==> src/rtl/carregador_programa.sv <==
// Boot loader for nRisc: accepts a framed byte stream (sync, length, payload, checksum),
// writes the payload to instruction memory from address 0 and releases CpuReset on a good frame.
module carregador_programa #(
  parameter int                   ADDR_WIDTH = 8,
  parameter int                   DATA_WIDTH = 8,
  parameter logic [DATA_WIDTH-1:0] SYNC_BYTE = 8'hA5
) (
  input  logic                  Clock,
  input  logic                  Reset,
  input  logic [DATA_WIDTH-1:0] RxData,
  input  logic                  RxValid,
  output logic                  RxReady,
  output logic [ADDR_WIDTH-1:0] MemEndereco,
  output logic [DATA_WIDTH-1:0] MemDado,
  output logic                  MemWrite,
  output logic                  CpuReset,
  output logic                  Done,
  output logic                  Erro
);

  typedef enum logic [2:0] {
    ESPERA,
    TAMANHO,
    DADOS,
    CHECK,
    FIM,
    ERRO
  } state_e;

  state_e                  state_q, state_d;
  logic [DATA_WIDTH-1:0]   rem_q, rem_d;
  logic [DATA_WIDTH-1:0]   sum_q, sum_d;
  logic [ADDR_WIDTH-1:0]   addr_q, addr_d;
  logic                    rdy_q, rdy_d;
  logic                    we_q, we_d;
  logic [ADDR_WIDTH-1:0]   maddr_q, maddr_d;
  logic [DATA_WIDTH-1:0]   mdata_q, mdata_d;
  logic [DATA_WIDTH-1:0]   chk_sum;
  logic                    accept;

  assign accept = RxValid && rdy_q;

  always_ff @(posedge Clock or posedge Reset) begin
    if (Reset) begin
      state_q <= ESPERA;
      rem_q   <= '0;
      sum_q   <= '0;
      addr_q  <= '0;
      rdy_q   <= 1'b0;
      we_q    <= 1'b0;
      maddr_q <= '0;
      mdata_q <= '0;
    end else begin
      state_q <= state_d;
      rem_q   <= rem_d;
      sum_q   <= sum_d;
      addr_q  <= addr_d;
      rdy_q   <= rdy_d;
      we_q    <= we_d;
      maddr_q <= maddr_d;
      mdata_q <= mdata_d;
    end
  end

  always_comb begin
    state_d = state_q;
    rem_d   = rem_q;
    sum_d   = sum_q;
    addr_d  = addr_q;
    we_d    = 1'b0;
    maddr_d = maddr_q;
    mdata_d = mdata_q;
    chk_sum = sum_q + RxData;
    if (accept) begin
      case (state_q)
        ESPERA, ERRO: begin
          if (RxData == SYNC_BYTE) state_d = TAMANHO;
        end
        TAMANHO: begin
          rem_d   = RxData;
          sum_d   = RxData;
          addr_d  = '0;
          state_d = (RxData == '0) ? ERRO : DADOS;
        end
        DADOS: begin
          we_d    = 1'b1;
          maddr_d = addr_q;
          mdata_d = RxData;
          sum_d   = chk_sum;
          addr_d  = addr_q + 1'b1;
          rem_d   = rem_q - 1'b1;
          if (rem_q == DATA_WIDTH'(1)) state_d = CHECK;
        end
        CHECK: begin
          state_d = (chk_sum == '0) ? FIM : ERRO;
        end
        default: state_d = state_q;
      endcase
    end
    // Ready is registered from the next state so it drops on the same edge that enters FIM.
    rdy_d = (state_d != FIM);
  end

  always_comb begin
    RxReady     = rdy_q;
    MemWrite    = we_q;
    MemEndereco = maddr_q;
    MemDado     = mdata_q;
    Done        = (state_q == FIM);
    Erro        = (state_q == ERRO);
    CpuReset    = (state_q != FIM);
  end

endmodule

==> config.mk <==
export PLATFORM = sky130hd
export DESIGN_NAME = carregador_programa
export DESIGN_NICKNAME = d
export VERILOG_FILES = /design/src/rtl/carregador_programa.sv
export SDC_FILE = /design/constraint.sdc
export NUM_CORES = 1
export LEC_CHECK = 0
export BUFFER_PORTS_ARGS = -buffer_cell sky130_fd_sc_hd__buf_4
export CORE_MARGIN = 2
export CORE_UTILIZATION = 60
export DETAILED_ROUTE_END_ITERATION = 12
export PLACE_DENSITY = 0.93
export SLEW_MARGIN = 30
export SYNTH_ARGS = -nofsm -noshare
export SYNTH_HDL_FRONTEND = slang
export SYNTH_SLANG_ARGS = --single-unit
export TNS_END_PERCENT = 10
==> constraint.sdc <==
create_clock -name Clock -period 6 [get_ports Clock]
set_clock_uncertainty 0.15 [all_clocks]
set_input_delay 0.9 -clock Clock [delete_from_list [all_inputs] [get_ports Clock]]
set_output_delay 0.9 -clock Clock [all_outputs]
set_load 0.01 [all_outputs]
==> metrics.txt, run 1 <==
Final nets=335; CTS tree=yes; Syn Std Cell Area=2580 µm²; critical path type=in -> reg; drt first pass iters=5; WP data required=6040 ps; Synth area leaders=dfrtp_1 44%, nand2_1 9.5%, ha_1 4.8%; Post-Route Setup TNS=0 ps; port bufs=31; GRT Util Overall=26.4%; wire per inst=16.1 µm; share of cells above drive strength 1=17.8%; final routed DRC violation total=0; count of cell types in the netlist=60; FF+latch count, synth=45; fin worst setup slack=3130 ps; Worst slew margin=57.5%; CP startpoint=RxData[0]; commonest cells after routing, fill and taps aside=65 x nand2_1, 45 x dfrtp_1, 34 x buf_4, 25 x nor2_1, 17 x a21oi_1; Hold Path Class=reg -> reg; vias in the first global route=2167; vias per cell=6.22; slew at the pin closest to its max-slew limit=634 ps; Seq/Total Area, Yosys=43.6%; core region area=4060 µm²; worst slack, placed=2780 ps; GPL Wtd Cong=0.916; PwrDens=446 nW/µm²; post-layout min period=2870 ps; LEAKAGE=1.32 nW; RSZ-0062 raised after global routing=no; initial antenna violation count=0; max_cap viols=0; cts repair resizes=0; # fillers=288; Worst Hold Launch=MemDado[4]; clock root buffer=clkbuf_8; crit-path max FO=6; CP arrival=2920 ps; Worst-Skew Late Latency=320 ps; DRT iter0 DRCs=226; max-slew violations=0; top cell type by total area after synthesis=dfrtp_1; CTS sink cnt=45; antenna-violating nets left=0; Die ar.=4840 µm²; Fin. Hold Viols=0; first-pass GRT wire length=10200 µm; Main synth FF type=dfrtp_1; Vias=2265; pin count of the biggest net entering global routing=46; async set or reset register ratio after synthesis=100%; worst vdd ir=0.266 mV; post-synth top area share=43.6%; syn nets=307; Final Cycle Share=47.9%; clock-pin slew on the worst setup and hold paths=100 ps; DP HPWL=4150 µm; Num CTS Buffers=5; die extent in x=69.6 µm; YS warnings=0; leading cell type in the layout, fill and taps excluded=nand2_1; Critical Path End Type=flop; cells after synthesis=285; Post-CTS Setup Inserts=0; Area Overhead vs Synth=12.9%; Initial Util=63.6%; Max Clk Rate=348 MHz; r2r startpoint=state_q[1]; CP Launch Type=input pin; DRT Wirelength=5870 µm; # IOs=32; Longest Clk Path Bufs=2; Worst R2R Setup Slack=3300 ps; final setup violation count=0; Mean Syn Cell Area=9.06 µm²; htree depth=2; Worst Reg2Reg Path Length in Cells=7; die height=69.6 µm; status=finished clean; Post-synth EDFFs=0; Site Rows=23; Post-CTS Hold Fix Bufs=0; Antenna Cells=0; GRT overflow=0; reg2reg end=addr_q[6]; worst setup path end=state_q[0]
==> cells by family (layout without fill, tap and decap cells) <==
family | Yosys count | count (layout) | share of synthesized area (%)
AOI/OAI and AO/OA | 78 | 78 | 21.3
xor gates and xnor gates | 4 | 4 | 1.36
adders and majority gates | 11 | 11 | 5.62
buffers and inverters | 18 | 47 | 3.73
DFF | 45 | 45 | 43.6
and+or+nand+nor | 129 | 129 | 24.4
==> critical path, stage by stage <==
cell and delay (ps):
buf_4 130, ha_1 250, fa_1 430, a211oi_2 320, o21ba_2 240, o221ai_1 110
nor4_1 380, o21ai_0 160
==> state kept, by name, summed over array words and instances (netlist names) <==
| register | count |
|---|---|
| RxReady | 1 |
| MemEndereco | 8 |
| sum_q | 8 |
| rem_q | 8 |
| addr_q | 8 |
| MemWrite | 1 |
| MemDado | 8 |
| state_q | 3 |
==> area by class of cell <==
class / instances / area [µm²] / share of cell area [%]
multi-input cells: 222 / 1360 / 46.6
flip-flops and latches: 45 / 1130 / 38.6
repair buffers: 34 / 255 / 8.76
clock buffers: 5 / 68.8 / 2.36
well taps: 50 / 62.6 / 2.15
clock inverters: 3 / 25.0 / 0.858
inverters: 5 / 18.8 / 0.644
==> worst min path at each step <==
| stage | cells after the start | end |
|---|---|---|
| 6_report | 2 | MemDado[4] |
| 4_1_cts | 2 | MemDado[6] |
| 3_3_place_gp | 2 | MemDado[6] |
| 5_1_grt | 2 | MemEndereco[2] |
| 2_1_floorplan | 1 | addr_q[7] |
| 3_5_place_dp | 2 | MemDado[4] |
==> through the flow <==
| stage | power (mW) | hold WS (ps) | utilization [%] | cells | instance area, µm² |
|---|---|---|---|---|---|
| global placement | 1.06 | 309 | 69.5 | 356 | 2820 |
| detailed placement | 1.09 | 314 | 69.5 | 356 | 2820 |
| CTS | 1.30 | 336 | 71.8 | 364 | 2920 |
| floorplan | 0.921 | 302 | - | 285 | 2580 |
| finish | 1.30 | 329 | 71.8 | 364 | 2920 |
| global route | 1.40 | 376 | 71.8 | 364 | 2920 |
==> cells in the mapped netlist, types with 3 or more instances <==
master     n
a21o_1     3
a21oi_1   17
a31oi_1    5
buf_2      5
clkbuf_1   4
dfrtp_1   45
ha_1      10
inv_1      4
nand2_1   65
nand2b_1   3
nand3_1    5
nand4b_1   3
nor2_1    25
nor3_1     4
o211ai_1   7
o21ai_0   17
o31ai_1    5
xor2_1     4
==> per-layer routing <==
layer	routed length (µm)	up-vias	track usage (%)
li1	-	1075	-
met1	2620	1081	36.1
met2	2690	91	41.2
met3	398	18	5.96
met4	157	0	9.59
met5	0	-	0
==> where the power goes <==
part	internal [mW]	leakage, nW	switching, mW	total, mW
sequential	0.409	0.561	0.114	0.523
combinational	0.263	0.710	0.313	0.575
clock	0.0849	0.0452	0.118	0.202
Note: power is estimated with default switching activity, not from simulation.
==> inputs of run 2 (changes only) <==
--- a/config.mk
+++ b/config.mk
@@ -7,9 +7,9 @@
 export LEC_CHECK = 0
 export BUFFER_PORTS_ARGS = -buffer_cell sky130_fd_sc_hd__buf_4
 export CORE_MARGIN = 2
-export CORE_UTILIZATION = 60
+export CORE_UTILIZATION = 58
 export DETAILED_ROUTE_END_ITERATION = 12
-export PLACE_DENSITY = 0.93
+export PLACE_DENSITY = 0.91
 export SLEW_MARGIN = 30
 export SYNTH_ARGS = -nofsm -noshare
 export SYNTH_HDL_FRONTEND = slang
==> constraint.sdc (replaced) <==
create_clock -name Clock -period 3 [get_ports Clock]
set_clock_uncertainty 0.15 [all_clocks]
set_input_delay 0.45 -clock Clock [delete_from_list [all_inputs] [get_ports Clock]]
set_output_delay 0.45 -clock Clock [all_outputs]
set_load 0.01 [all_outputs]
==> run 2 against run 1 <==
Design area is 1.8% higher. Non-clock buffer count is 3 higher. Routed wire length is 4.5% higher. Worst hold slack worse by 280 ps. Die area is 3.2% higher. Utilization is 3.2 points lower. Combinational power is 100% higher. Critical path type is now reg -> reg. Largest cell class unchanged.
==> metrics.txt, run 2 (synthesized netlist as in run 1, its figures left out) <==
Post-CTS Hold Fix Bufs=0 (unchanged); cts repair resizes=0 (unchanged); max_cap viols=0 (unchanged); slew at the pin closest to its max-slew limit=784 ps (was 634 ps); Area Overhead vs Synth=14.9% (was 12.9%); Final nets=338 (was 335); Longest Clk Path Bufs=2 (unchanged); Worst-Skew Late Latency=300 ps (was 320 ps); post-route cell area=2970 µm² (was 2920 µm²); Fin. Hold Viols=0 (unchanged); Post-Route Setup TNS=0 ps (unchanged); Max Clk Rate=387 MHz; Initial Util=59.7% (was 63.6%); Num CTS Buffers=5 (unchanged); htree depth=2 (unchanged); CP startpoint=sum_q[0] (was RxData[0]); port bufs=31 (unchanged); Post-Layout Cell Count=369 (was 364); worst vdd ir=0.457 mV (was 0.266 mV); DP HPWL=4420 µm (was 4150 µm); clock root buffer=clkbuf_8 (unchanged); PwrDens=909 nW/µm² (was 446 nW/µm²); GRT overflow=0 (unchanged); vias per cell=6.13 (was 6.22); DP Area=2850 µm² (was 2820 µm²); post-layout min period=2580 ps; antenna-violating nets left=0 (unchanged); # fillers=350 (was 288); CP Launch Type=flop (was input pin); CTS tree=yes (unchanged); Critical Path End Type=flop (unchanged); commonest cells after routing, fill and taps aside=65 x nand2_1, 45 x dfrtp_1, 37 x buf_4, 25 x nor2_1, 17 x a21oi_1 (was 65 x nand2_1, 45 x dfrtp_1, 34 x buf_4, 25 x nor2_1, 17 x a21oi_1); worst slack, placed=249 ps (was 2780 ps); Final Cycle Share=86.1%; Vias=2263 (was 2265); vias in the first global route=2321 (was 2167); CTS sink cnt=45 (unchanged); share of cells above drive strength 1=18.6% (was 17.8%); Site Rows=24 (was 23); DRT Wirelength=6140 µm (was 5870 µm); pin count of the biggest net entering global routing=26 (was 46); LEAKAGE=1.34 nW (was 1.32 nW); die height=70.7 µm (was 69.6 µm); GRT Util Overall=26.8% (was 26.4%); Post-CTS Setup Inserts=0 (unchanged); wire per inst=16.6 µm (was 16.1 µm); GPL Wtd Cong=0.931 (was 0.916); final routed DRC violation total=0 (unchanged); Die ar.=5000 µm² (was 4840 µm²); first-pass GRT wire length=10700 µm (was 10200 µm); core region area=4320 µm² (was 4060 µm²); Worst slew margin=47.4% (was 57.5%); initial antenna violation count=0 (unchanged); crit-path max FO=4 (was 6); critical path type=reg -> reg (was in -> reg); CP arrival=2600 ps (was 2920 ps); Util after Layout=68.6% (was 71.8%); # IOs=32 (unchanged); final setup violation count=0 (unchanged); Hold Path Class=in -> async (was reg -> reg); RSZ-0062 raised after global routing=no (unchanged); drt first pass iters=5 (unchanged); placed insts=361 (was 356); leading cell type in the layout, fill and taps excluded=nand2_1 (unchanged); max-slew violations=0 (unchanged); clock-pin slew on the worst setup and hold paths=80 ps (was 100 ps); WP data required=3020 ps (was 6040 ps); fin worst setup slack=417 ps (was 3130 ps); r2r startpoint=sum_q[0] (was state_q[1]); Antenna Cells=0 (unchanged); DRT iter0 DRCs=191 (was 226); die extent in x=70.7 µm (was 69.6 µm); status=finished clean (unchanged)
## run 2: changes by cell type in the layout (fill, tap and decap cells not counted), sizes merged
cell / delta
buf: +3
inv: -2
bufinv: +1
clkbuf: +1
## run 2: layout make-up
| type | count | area (µm²) | share of cell area [%] |
|---|---|---|---|
| tap | 52 | 65.1 | 2.19 |
| sequential | 45 | 1130 | 38.0 |
| clock buffer | 6 | 82.6 | 2.78 |
| inverter | 5 | 18.8 | 0.633 |
| timing repair buffer | 37 | 278 | 9.36 |
| multi-input combinational | 222 | 1360 | 45.8 |
| clock inverter | 2 | 37.5 | 1.27 |
## run 2: power breakdown
group          total (mW)  internal, mW  leakage, nW  switching [mW]
Clock               0.480         0.271       0.0574           0.209
Combinational        1.17         0.533        0.725           0.635
Sequential           1.05         0.819        0.561           0.229
## run 2: metal layers
layer	global-route usage (%)	vias up	share of wire (%)
met3	5.98	25	4.3
met2	46.1	68	52
li1	-	1079	-
met1	32.2	1091	40
met4	11.9	0	3.5
met5	0	-	0
## run 2: worst paths after layout
check	to	slack [ps]	depth (start not counted)
worst max-delay path	state_q[0]	420	7
worst min-delay path	MemDado[6]	50	2
worst max register to register	state_q[0]	420	7
worst min register to register	MemEndereco[0]	330	2
max in group asynchronous	sum_q[7]	1920	3
min in group Clock	MemDado[3]	240	3
## run 2: worst max-delay path, stage by stage, from the launching register on
cell      delay, ps
dfrtp_1         390
ha_1            240
fa_1            440
a211oi_2        320
o21ba_2         240
o221ai_1        130
nor4_1          390
o21ai_0         160
## run 2: per-stage QoR
stage	power (mW)	hold WS, ps
2_1_floorplan	1.84	302
3_3_place_gp	2.15	308
3_5_place_dp	2.21	315
4_1_cts	2.69	62.8
5_1_grt	2.89	97.0
6_report	2.70	45.7
